File: src/rtl/ex_muldiv_unit_pkg.sv
// Shared encodings for the EX-stage iterative multiply/divide unit.
// The ID-stage control decoder imports the same package for the op field.
package ex_muldiv_unit_pkg;

  localparam int unsigned MD_XLEN = 32;

  typedef enum logic [1:0] {
    MD_MULT  = 2'b00,
    MD_MULTU = 2'b01,
    MD_DIV   = 2'b10,
    MD_DIVU  = 2'b11
  } md_op_e;

  typedef enum logic [1:0] {
    S_IDLE = 2'd0,
    S_CALC = 2'd1,
    S_FIN  = 2'd2
  } md_state_e;

  function automatic logic md_is_div(input logic [1:0] op);
    return op[1];
  endfunction

  function automatic logic md_is_signed(input logic [1:0] op);
    return ~op[0];
  endfunction

endpackage

File: src/rtl/ex_muldiv_unit.sv
// Iterative MULT/MULTU/DIV/DIVU unit: one result bit per cycle on magnitudes,
// sign fix-up on the final step, registered HI/LO with a one-cycle done pulse.
module ex_muldiv_unit
  import ex_muldiv_unit_pkg::*;
#(
  parameter int unsigned XLEN = MD_XLEN
) (
  input  logic            clk,
  input  logic            rst_n,
  input  logic            start,
  input  logic [1:0]      op,
  input  logic [XLEN-1:0] rs,
  input  logic [XLEN-1:0] rt,
  input  logic            flush,
  output logic            stall,
  output logic            busy,
  output logic            done,
  output logic [XLEN-1:0] hi,
  output logic [XLEN-1:0] lo
);

  localparam int unsigned CW = $clog2(XLEN);
  localparam int unsigned AW = 2 * XLEN;

  md_state_e       r_state;
  md_state_e       w_state_nxt;
  logic [CW-1:0]   r_count;
  logic            r_is_div;
  logic            r_neg_q;
  logic            r_neg_r;
  logic            r_div0;
  logic [XLEN-1:0] r_b;
  logic [AW-1:0]   r_acc;
  logic [XLEN-1:0] r_hi;
  logic [XLEN-1:0] r_lo;
  logic            r_done;

  function automatic logic [XLEN-1:0] neg_x(input logic [XLEN-1:0] v);
    return (~v) + XLEN'(1);
  endfunction

  function automatic logic [AW-1:0] neg_p(input logic [AW-1:0] v);
    return (~v) + AW'(1);
  endfunction

  logic            w_launch;
  logic            w_last;
  logic            w_sa;
  logic            w_sb;
  logic [XLEN-1:0] w_ma;
  logic [XLEN-1:0] w_mb;

  assign w_launch = (r_state == S_IDLE) && start && !flush;
  assign w_last   = (r_state == S_CALC) && (r_count == '0) && !flush;
  assign w_sa     = md_is_signed(op) & rs[XLEN-1];
  assign w_sb     = md_is_signed(op) & rt[XLEN-1];
  assign w_ma     = w_sa ? neg_x(rs) : rs;
  assign w_mb     = w_sb ? neg_x(rt) : rt;

  // Shift-add step: acc = {partial product, remaining multiplier bits}
  logic [XLEN:0]   w_msum;
  logic [AW-1:0]   w_mul_nxt;
  assign w_msum    = {1'b0, r_acc[AW-1:XLEN]} + (r_acc[0] ? {1'b0, r_b} : '0);
  assign w_mul_nxt = {w_msum, r_acc[XLEN-1:1]};

  // Restoring step: acc = {remainder, dividend/quotient}; top bit of w_sub is the borrow
  logic [XLEN:0]   w_rem_sh;
  logic [XLEN+1:0] w_sub;
  logic            w_borrow;
  logic [AW-1:0]   w_div_nxt;
  assign w_rem_sh  = r_acc[AW-1:XLEN-1];
  assign w_sub     = {1'b0, w_rem_sh} - {2'b00, r_b};
  assign w_borrow  = w_sub[XLEN+1];
  assign w_div_nxt = {(w_borrow ? w_rem_sh[XLEN-1:0] : XLEN'(w_sub)),
                      r_acc[XLEN-2:0], ~w_borrow};

  logic [AW-1:0]   w_acc_nxt;
  logic [AW-1:0]   w_prod;
  logic [XLEN-1:0] w_quo;
  logic [XLEN-1:0] w_rem;
  logic [XLEN-1:0] w_hi_fin;
  logic [XLEN-1:0] w_lo_fin;
  assign w_acc_nxt = r_is_div ? w_div_nxt : w_mul_nxt;
  assign w_prod    = r_neg_q ? neg_p(w_acc_nxt) : w_acc_nxt;
  assign w_quo     = r_div0 ? '1
                   : (r_neg_q ? neg_x(w_acc_nxt[XLEN-1:0]) : w_acc_nxt[XLEN-1:0]);
  assign w_rem     = r_neg_r ? neg_x(w_acc_nxt[AW-1:XLEN]) : w_acc_nxt[AW-1:XLEN];
  assign w_hi_fin  = r_is_div ? w_rem : w_prod[AW-1:XLEN];
  assign w_lo_fin  = r_is_div ? w_quo : w_prod[XLEN-1:0];

  always_ff @(posedge clk or negedge rst_n) begin
    if (!rst_n) r_state <= S_IDLE;
    else        r_state <= w_state_nxt;
  end

  always_comb begin
    w_state_nxt = r_state;
    unique case (r_state)
      S_IDLE:  if (start && !flush) w_state_nxt = S_CALC;
      S_CALC: begin
        if (flush)                w_state_nxt = S_IDLE;
        else if (r_count == '0)   w_state_nxt = S_FIN;
      end
      S_FIN:   w_state_nxt = S_IDLE;
      default: w_state_nxt = S_IDLE;
    endcase
  end

  always_ff @(posedge clk or negedge rst_n) begin
    if (!rst_n) begin
      r_count  <= '0;
      r_is_div <= 1'b0;
      r_neg_q  <= 1'b0;
      r_neg_r  <= 1'b0;
      r_div0   <= 1'b0;
      r_b      <= '0;
      r_acc    <= '0;
      r_hi     <= '0;
      r_lo     <= '0;
      r_done   <= 1'b0;
    end else begin
      r_done <= w_last;
      if (w_launch) begin
        r_is_div <= md_is_div(op);
        r_neg_q  <= w_sa ^ w_sb;
        r_neg_r  <= w_sa;
        r_div0   <= (rt == '0);
        r_b      <= w_mb;
        r_acc    <= {XLEN'(0), w_ma};
        r_count  <= CW'(XLEN - 1);
      end else if (r_state == S_CALC) begin
        r_acc   <= w_acc_nxt;
        r_count <= r_count - CW'(1);
      end
      if (w_last) begin
        r_hi <= w_hi_fin;
        r_lo <= w_lo_fin;
      end
    end
  end

  // Combinational so the ID->EX register holds in the launch cycle itself
  assign stall = w_launch || (r_state == S_CALC);
  assign busy  = (r_state != S_IDLE);
  assign done  = r_done;
  assign hi    = r_hi;
  assign lo    = r_lo;

endmodule

File: config.mk
export PLATFORM = sky130hd
export DESIGN_NAME = ex_muldiv_unit
export DESIGN_NICKNAME = d
export VERILOG_FILES = /design/src/rtl/ex_muldiv_unit_pkg.sv /design/src/rtl/ex_muldiv_unit.sv
export SDC_FILE = /design/constraint.sdc
export NUM_CORES = 1
export LEC_CHECK = 0
export ABC_AREA = 1
export BUFFER_PORTS_ARGS = -buffer_cell sky130_fd_sc_hd__buf_2
export CAP_MARGIN = 10
export CORE_AREA = 2 2 197 248
export DETAILED_ROUTE_END_ITERATION = 12
export DIE_AREA = 0 0 199 250
export PLACE_DENSITY = 0.53
export SYNTH_ARGS = -nofsm -noshare
export SYNTH_HDL_FRONTEND = slang
export SYNTH_SLANG_ARGS = --single-unit
File: constraint.sdc
create_clock -name clk -period 9.3 [get_ports clk]
set_clock_uncertainty 0.05 [all_clocks]
set_input_delay 0.465 -clock clk [delete_from_list [all_inputs] [get_ports clk]]
set_output_delay 0.465 -clock clk [all_outputs]
set_load 0.01 [all_outputs]
==> results of run 1 <==
report_power, final:
part | switching, mW | internal [mW]
clock | 0.348 | 0.384
combinational | 2.54 | 1.02
sequential | 0.159 | 0.891
total | 3.05 | 2.30
Yosys cell counts, drive strengths merged, types with 15 or more instances:
| master | number | area share [%] |
|---|---|---|
| a31oi | 16 | 0.61 |
| xor2 | 61 | 3.3 |
| nor2 | 297 | 7.3 |
| dfrtp | 172 | 26 |
| inv | 385 | 8.8 |
| o21ai | 247 | 7.6 |
| nor4 | 16 | 0.65 |
| nand4 | 32 | 1.2 |
| nor3 | 47 | 1.5 |
| nand2 | 788 | 18 |
| nand3 | 205 | 6.7 |
| o22ai | 23 | 0.88 |
| a21oi | 116 | 3.7 |
| nand3b | 18 | 0.82 |
| ha | 70 | 5.3 |
| clkbuf | 49 | 1.1 |
| or2 | 15 | 0.57 |
| buf | 31 | 1.2 |
| xnor2 | 30 | 1.6 |
cell type report:
cell class | count | area, µm² | share of cell area (%)
inverter | 391 | 1468 | 8.051
clock inverter | 12 | 112.6 | 0.6177
sequential | 172 | 4308 | 23.63
multi-input combinational | 2025 | 10260 | 56.31
timing repair buffer | 153 | 814.5 | 4.468
clock buffer | 20 | 456.7 | 2.505
tap | 644 | 805.8 | 4.420
worst max-delay path: cells and delay by family (launching register included):
kind | cells | cell delay, ns
adder cells (fa/ha/maj) | 2 | 0.55
AND/OR/NAND/NOR | 21 | 2.89
AO/OA/AOI/OAI | 3 | 0.90
flip-flops | 1 | 0.39
buffers and inverters | 3 | 0.24
logic make-up (layout without fill, tap and decap cells):
family	count (synthesis)	after routing	synth area share, %
and+or+nand+nor	1421	1421	37.38
buffers and inverters	471	576	11.30
AOI/OAI and AO/OA	441	441	14.64
DFF	172	172	26.24
xor gates and xnor gates	91	91	4.859
adders and majority gates	72	72	5.584
worst min path at each step:
stage	from	cells after the start	to	slack (ns)
CTS	rst_n	1	r_count[1]	0.09
global route	rst_n	1	r_state[0]	0.11
detailed placement	hi[23]	2	hi[23]	0.41
finish	rst_n	1	r_count[1]	0.07
global placement	hi[23]	2	hi[23]	0.41
floorplan	rst_n	0	done	0.12
layer usage:
| layer | track usage (%) | up-vias |
|---|---|---|
| met4 | 15.88 | 0 |
| met3 | 2.865 | 146 |
| met1 | 30.52 | 8269 |
| met5 | 0 | - |
| met2 | 48.83 | 542 |
| li1 | - | 8750 |
registers in the layout, summed over array words and instances (netlist names):
signal,flops
r_acc,64
hi,32
lo,32
r_b,32
r_count,5
r_state,2
done,1
r_div0,1
r_is_div,1
r_neg_q,1
r_neg_r,1
stage by stage:
step / area, µm² / hold WS (ns) / instances / util (%) / setup slack [ns]
4_1_cts: 18230 / 0.08708 / 3417 / 38.27 / 4.187
6_report: 18230 / 0.07376 / 3417 / 38.27 / 4.139
5_1_grt: 18230 / 0.1118 / 3417 / 38.27 / 3.615
2_1_floorplan: 16400 / 0.1194 / 2668 / - / 5.853
3_3_place_gp: 17650 / 0.4110 / 3384 / 37.06 / 4.282
3_5_place_dp: 17660 / 0.4114 / 3385 / 37.08 / 4.201
placed cells by master, fill, tap and decap left out, drive strengths merged, types with 11 or more instances in the layout:
master	n
nand2	788
inv	387
nor2	297
o21ai	247
nand3	205
dfrtp	172
buf	153
a21oi	116
ha	70
xor2	61
nor3	47
nand4	32
xnor2	30
o22ai	23
clkbuf	20
nand3b	18
a31oi	16
nor4	16
or2	15
o21bai	11
==> results.py, run 1 <==
metrics = {
    "outcome": {
        "status": "complete, no violations",
    },
    "floorplanning": {
        "io_pins": 137,
        "start_util_pct": 34.43,
        "fp.dieW_um": 199,
        "dieArea_um2": 49750,
        "placementRows": 90,
        "chipHeight_um": 250,
        "core_um2": 47630,
    },
    "layout": {
        "fill_cells": 5356,
        "diodes": 0,
        "drive_above_1_share_pct": 10.03,
        "nets": 2902,
        "area_growth_pct": 11.15,
    },
    "place": {
        "port_buffers": 136,
        "hpwl_mm": 52.98,
        "gp_congestion": 0.9636,
    },
    "grt": {
        "grt_pass1_wl_mm": 100.9,
        "antenna_found_initial": 0,
        "first_global_vias": 17350,
        "grt_max_degree": 118,
        "overflow": 0,
        "track_usage_pct": 27.08,
    },
    "logic_synthesis": {
        "async_reset_ff_share_pct": 100.0,
        "synth_edf_count": 0,
        "synth_nets": 2810,
        "yosysSeqAreaShare_pct": 26.24,
        "synth.cell_area_um2": 16400,
        "yosys_warnings": 0,
        "ys.flop_type": "dfrtp_1",
        "yosys.cell_types.count": 54,
        "synth_seq_cells": 172,
        "syn_area_per_cell_um2": 6.148,
        "syn_inst": 2668,
    },
    "clock_tree": {
        "clk_pin_slew_ns": 0.07,
        "cts_tree": "done",
        "htreeDepth": 4,
        "worst_skew_pair.late_latency_ns": 0.49,
        "cts_root_buf": "clkbuf_16",
        "cts_made_buffers": 17,
        "postCtsSetupRepairBufs": 0,
        "cts_buffer_depth": 2,
        "clock_sinks": 172,
        "cts_resized": 0,
        "cts-hold-fix-buffers": 0,
    },
    "critical_path": {
        "worstReg2RegEnd": "hi[20]",
        "critPathLaunchType": "register",
        "startpoint": "r_b[19]",
        "cp_slowest_stage_delay_ns": 0.50,
        "critPathMaxFanout": 39,
        "reg2reg_from": "r_b[19]",
        "crit_path_top_delay_cell": "a21oi_4",
        "arrival_ns": 5.47,
        "crit_path_frequent_cell": "nand2_1",
        "critPathCaptureType": "register",
        "crit_end": "hi[20]",
        "worstSetupPathType": "reg2reg",
        "ff2ff_setup_slack_ns": 4.14,
        "required_ns": 9.61,
        "rr_worst_depth": 29,
    },
    "routing": {
        "viasPerCell": 5.182,
        "post-route-drc-count": 0,
        "wl_per_cell_um": 19.39,
        "vias": 17710,
        "wl_met3_mm": 2.372,
        "drt-total-wl_mm": 66.27,
        "drtIter0Drc": 1314,
        "route.met2.wl_mm": 33.87,
        "highest_layer": "met4",
        "wl_met1_mm": 25.74,
        "drtPass1Iterations": 6,
        "antenna_left": 0,
    },
    "sta": {
        "finalHoldViolCount": 0,
        "fin_tns_setup_ns": 0,
        "fin_crit_ns": 5.161,
        "rsz0062_at_grt": "false",
        "setup_violations": 0,
        "fin_crit_sh_pct": 55.50,
        "worstMarginPinSlew_ns": 1.132,
        "maxSlewHeadroom_pct": 23.71,
        "drv_slew": 0,
        "clock.fmax_mhz": 193.8,
    },
    "power_and_ir_drop": {
        "max-vdd-ir-drop_mv": 0.1557,
        "finalPower_mw": 5.349,
        "static-leakage-power_nw": 9.416,
        "power_density_nw_per_um2": 293.4,
    },
    "worst_hold_path": {
        "hp-class": "in2async",
    },
    "flow_run": {
        "drv_cap": 0,
    },
}
Power figures use the tool's default switching activity.
==> inputs of run 2 (changes only) <==
clock period = 5.1 ns   (was 9.3 ns; I/O delays follow)
==> results.py, run 2 (synthesis results as in run 1) <==
metrics = {
    "outcome": {
        "status": "complete, no violations",
    },
    "routing": {
        "drt-total-wl_mm": 68.22,
        "wl_per_cell_um": 19.87,
        "post-route-drc-count": 0,
        "drtIter0Drc": 1247,
        "antenna_left": 0,
        "viasPerCell": 5.225,
        "vias": 17940,
        "drtPass1Iterations": 8,
    },
    "sta": {
        "rsz0062_at_grt": "false",
        "drv_slew": 0,
        "fin_crit_ns": 4.497,
        "setup_violations": 0,
        "clock.fmax_mhz": 222.4,
        "maxSlewHeadroom_pct": 31.52,
        "finalHoldViolCount": 0,
        "worstMarginPinSlew_ns": 1.016,
        "fin_crit_sh_pct": 88.18,
        "fin_tns_setup_ns": 0,
    },
    "critical_path": {
        "required_ns": 5.44,
        "arrival_ns": 4.84,
        "critPathLaunchType": "register",
        "cp_slowest_stage_delay_ns": 0.45,
        "critPathMaxFanout": 18,
        "crit_path_frequent_cell": "nand2_1",
        "worstSetupPathType": "reg2reg",
        "critPathCaptureType": "register",
        "crit_path_top_delay_cell": "dfrtp_1",
    },
    "place": {
        "port_buffers": 136,
        "hpwl_mm": 54.82,
        "dp.cells": 3396,
        "gp_congestion": 0.9292,
        "place_area_um2": 17740,
    },
    "power_and_ir_drop": {
        "finalPower_mw": 9.990,
        "power_density_nw_per_um2": 543.2,
        "static-leakage-power_nw": 9.511,
        "max-vdd-ir-drop_mv": 0.2886,
    },
    "floorplanning": {
        "placementRows": 90,
        "fp.dieW_um": 199,
        "io_pins": 137,
        "dieArea_um2": 49750,
        "chipHeight_um": 250,
        "core_um2": 47630,
        "start_util_pct": 34.43,
    },
    "clock_tree": {
        "clock_sinks": 172,
        "cts_root_buf": "clkbuf_16",
        "htreeDepth": 4,
        "worst_skew_pair.late_latency_ns": 0.51,
        "cts_tree": "done",
        "cts_buffer_depth": 2,
        "cts_made_buffers": 17,
        "clk_pin_slew_ns": 0.07,
    },
    "layout": {
        "layout_commonest_cell": "nand2_1",
        "largest_reg_flops": 64,
        "area_growth_pct": 12.14,
        "diodes": 0,
        "stdcell_area_um2": 18390,
        "final_cells": 3434,
        "final_cell_mix": "nand2_1, inv_1, nor2_1",
        "top_register": "r_acc",
        "drive_above_1_share_pct": 10.39,
        "nets": 2919,
    },
    "grt": {
        "track_usage_pct": 27.97,
        "grt_pass1_wl_mm": 103.7,
        "overflow": 0,
        "first_global_vias": 17670,
        "grt_max_degree": 62,
        "antenna_found_initial": 0,
    },
    "flow_run": {
        "drv_cap": 0,
    },
    "worst_hold_path": {
        "hp-class": "in2reg",
    },
}
run 2: worst paths after layout:
check / start / endpoint / slack (ns) / depth (start not counted)
max: r_acc[38] / hi[20] / 0.60 / 28
min: rt[8] / r_b[8] / 0.03 / 3
max reg2reg: r_acc[38] / hi[20] / 0.60 / 28
min reg2reg: hi[21] / hi[21] / 0.43 / 2
max in group asynchronous: rst_n / hi[30] / 3.67 / 3
min in group asynchronous: rst_n / r_count[3] / 0.24 / 2
run 2: layout make-up:
cell class | count | area [µm²]
Multi-Input combinational cell | 2025 | 10260
Clock inverter | 14 | 158.9
Clock buffer | 18 | 429.2
Timing Repair Buffer | 170 | 957.2
Inverter | 391 | 1468
Tap cell | 644 | 805.8
Sequential cell | 172 | 4309
Fill cell | 5295 | 29240
run 2: metal layers:
metal | share of wire (%) | GRT usage [%] | vias to the layer above | routed length (µm)
met3 | 4.3 | 3.770 | 141 | 2941
li1 | - | - | 8800 | -
met2 | 52 | 50.84 | 568 | 35240
met4 | 6.2 | 16.06 | 0 | 4203
met5 | 0 | 0 | - | 0
met1 | 38 | 30.83 | 8433 | 25840
run 2: per-stage QoR:
| step | hold WS (ns) | util, % | setup WS [ns] |
|---|---|---|---|
| 3_3_place_gp | 0.2033 | 37.25 | 0.7526 |
| 2_1_floorplan | -0.09059 | - | 1.653 |
| 4_1_cts | 0.002380 | 38.61 | 0.6236 |
| 5_1_grt | 0.03849 | 38.61 | 0.2263 |
| 6_report | 0.02812 | 38.61 | 0.6031 |
| 3_5_place_dp | 0.2181 | 37.25 | 0.6644 |
run 2: report_power, final:
part           switching (mW)  leakage, nW  internal, mW
Combinational            4.72         7.09          1.92
Clock                   0.672        0.282         0.728
Sequential              0.325         2.14          1.62
run 2: repair_timing:
item,in CTS,in global routing
hold buffers,6,0
setup endpoints to repair,0,0
hold endpoints to repair,53,0
buffers inserted,0,0
resized for setup,0,0
run 2: critical path, delay by kind of cell (launching register included):
family | cells | cell delay, ns
fa+ha+maj | 2 | 0.55
flops | 1 | 0.45
buf+inv | 2 | 0.16
simple gates | 21 | 2.63
compound gates | 3 | 0.51
==> inputs of run 3 (changes only) <==
RECOVER_POWER = 25   (was unset)
==> results.py, run 3 (synthesis results as in run 1) <==
metrics = {
    "critical_path": {
        "arrival_ns": 4.86,
        "critPathCaptureType": "register",
        "critPathMaxFanout": 18,
        "required_ns": 5.44,
        "crit_path_frequent_cell": "nand2_1",
        "critPathLaunchType": "register",
        "worstSetupPathType": "reg2reg",
        "crit_path_top_delay_cell": "dfrtp_1",
        "cp_slowest_stage_delay_ns": 0.45,
    },
    "floorplanning": {
        "placementRows": 90,
        "dieArea_um2": 49750,
        "core_um2": 47630,
        "fp.dieW_um": 199,
        "chipHeight_um": 250,
        "io_pins": 137,
        "start_util_pct": 34.43,
    },
    "power_and_ir_drop": {
        "static-leakage-power_nw": 9.322,
        "max-vdd-ir-drop_mv": 0.2900,
        "power_density_nw_per_um2": 545.0,
        "finalPower_mw": 9.983,
    },
    "clock_tree": {
        "clk_pin_slew_ns": 0.07,
        "postCtsSetupRepairBufs": 0,
        "cts_tree": "done",
        "worst_skew_pair.late_latency_ns": 0.51,
        "cts_buffer_depth": 2,
        "cts_root_buf": "clkbuf_16",
        "clock_sinks": 172,
        "htreeDepth": 4,
        "cts_made_buffers": 17,
    },
    "layout": {
        "nets": 2919,
        "largest_reg_flops": 64,
        "layout_commonest_cell": "nand2_1",
        "final_cells": 3434,
        "final_cell_mix": "nand2_1, inv_1, nor2_1",
        "top_register": "r_acc",
        "area_growth_pct": 11.68,
        "drive_above_1_share_pct": 8.423,
        "diodes": 0,
    },
    "flow_run": {
        "drv_cap": 1,
    },
    "worst_hold_path": {
        "hp-class": "in2reg",
    },
    "sta": {
        "fin_tns_setup_ns": 0,
        "drv_slew": 52,
        "setup_violations": 0,
        "fin_crit_ns": 4.515,
        "rsz0062_at_grt": "false",
        "worstMarginPinSlew_ns": 3.155,
        "fin_crit_sh_pct": 88.53,
        "maxSlewHeadroom_pct": -110.4,
        "finalHoldViolCount": 0,
        "clock.fmax_mhz": 221.5,
    },
    "place": {
        "gp_congestion": 0.9292,
        "port_buffers": 136,
        "hpwl_mm": 54.82,
        "dp.cells": 3396,
    },
    "routing": {
        "route.met2.wl_mm": 35.14,
        "wl_met1_mm": 26.02,
        "drtIter0Drc": 1343,
        "wl_met3_mm": 2.729,
        "vias": 17860,
        "drtPass1Iterations": 8,
        "highest_layer": "met4",
        "viasPerCell": 5.202,
        "post-route-drc-count": 0,
        "wl_per_cell_um": 19.85,
        "antenna_left": 0,
        "drt-total-wl_mm": 68.15,
    },
    "grt": {
        "antenna_found_initial": 0,
        "grt_max_degree": 62,
        "track_usage_pct": 27.97,
        "overflow": 0,
        "grt_pass1_wl_mm": 103.7,
        "first_global_vias": 17670,
    },
    "outcome": {
        "violations": "capacitance limit, slew limit",
        "status": "finished, violations left",
    },
}
run 3: through the flow:
step / setup slack, ns / util, % / hold WS [ns] / cell area, µm²
5_1_grt: 0.2263 / 38.46 / 0.03849 / 18320
6_report: 0.5851 / 38.46 / 0.02814 / 18320
4_1_cts: 0.6236 / 38.61 / 0.002380 / 18390
3_5_place_dp: 0.6644 / 37.25 / 0.2181 / 17740
3_3_place_gp: 0.7526 / 37.25 / 0.2033 / 17740
2_1_floorplan: 1.653 / - / -0.09059 / 16400
run 3: where the power goes:
group / switching [mW] / internal (mW) / leakage, nW
Combinational: 4.72 / 1.92 / 6.90
Clock: 0.671 / 0.728 / 0.282
Sequential: 0.326 / 1.62 / 2.14
run 3: critical path: cells and delay by family, from the launching register on:
kind | cells | cell delay, ns
AOI/OAI and AO/OA | 3 | 0.53
buffers and inverters | 2 | 0.16
and+or+nand+nor | 21 | 2.62
DFF | 1 | 0.45
adders and majority gates | 2 | 0.55
run 3: final cells by class:
class	count	area [µm²]
Timing Repair Buffer	170	882.1
Tap cell	644	805.8
Inverter	391	1468
Multi-Input combinational cell	2025	10260
Fill cell	5305	29320
Sequential cell	172	4309
Clock inverter	14	158.9
Clock buffer	18	429.2
run 3: path summary, 6_finish.rpt:
kind / depth (start not counted) / end / startpoint / slack, ns
max: 28 / hi[20] / r_acc[38] / 0.59
min: 3 / r_b[8] / rt[8] / 0.03
max reg2reg: 28 / hi[20] / r_acc[38] / 0.59
min reg2reg: 2 / hi[25] / hi[25] / 0.43
max in group asynchronous: 2 / r_is_div / rst_n / 1.51
min in group asynchronous: 2 / r_acc[20] / rst_n / 1.29
run 3: what timing repair did:
item | CTS | global route
hold buffers | 6 | 0
hold endpoints to repair | 53 | 0
resized for setup | 0 | 0
run 3: per-layer routing:
layer,up-vias,global-route usage [%]
li1,8801,-
met1,8397,30.83
met2,534,50.84
met3,132,3.770
met4,0,16.06
met5,-,0
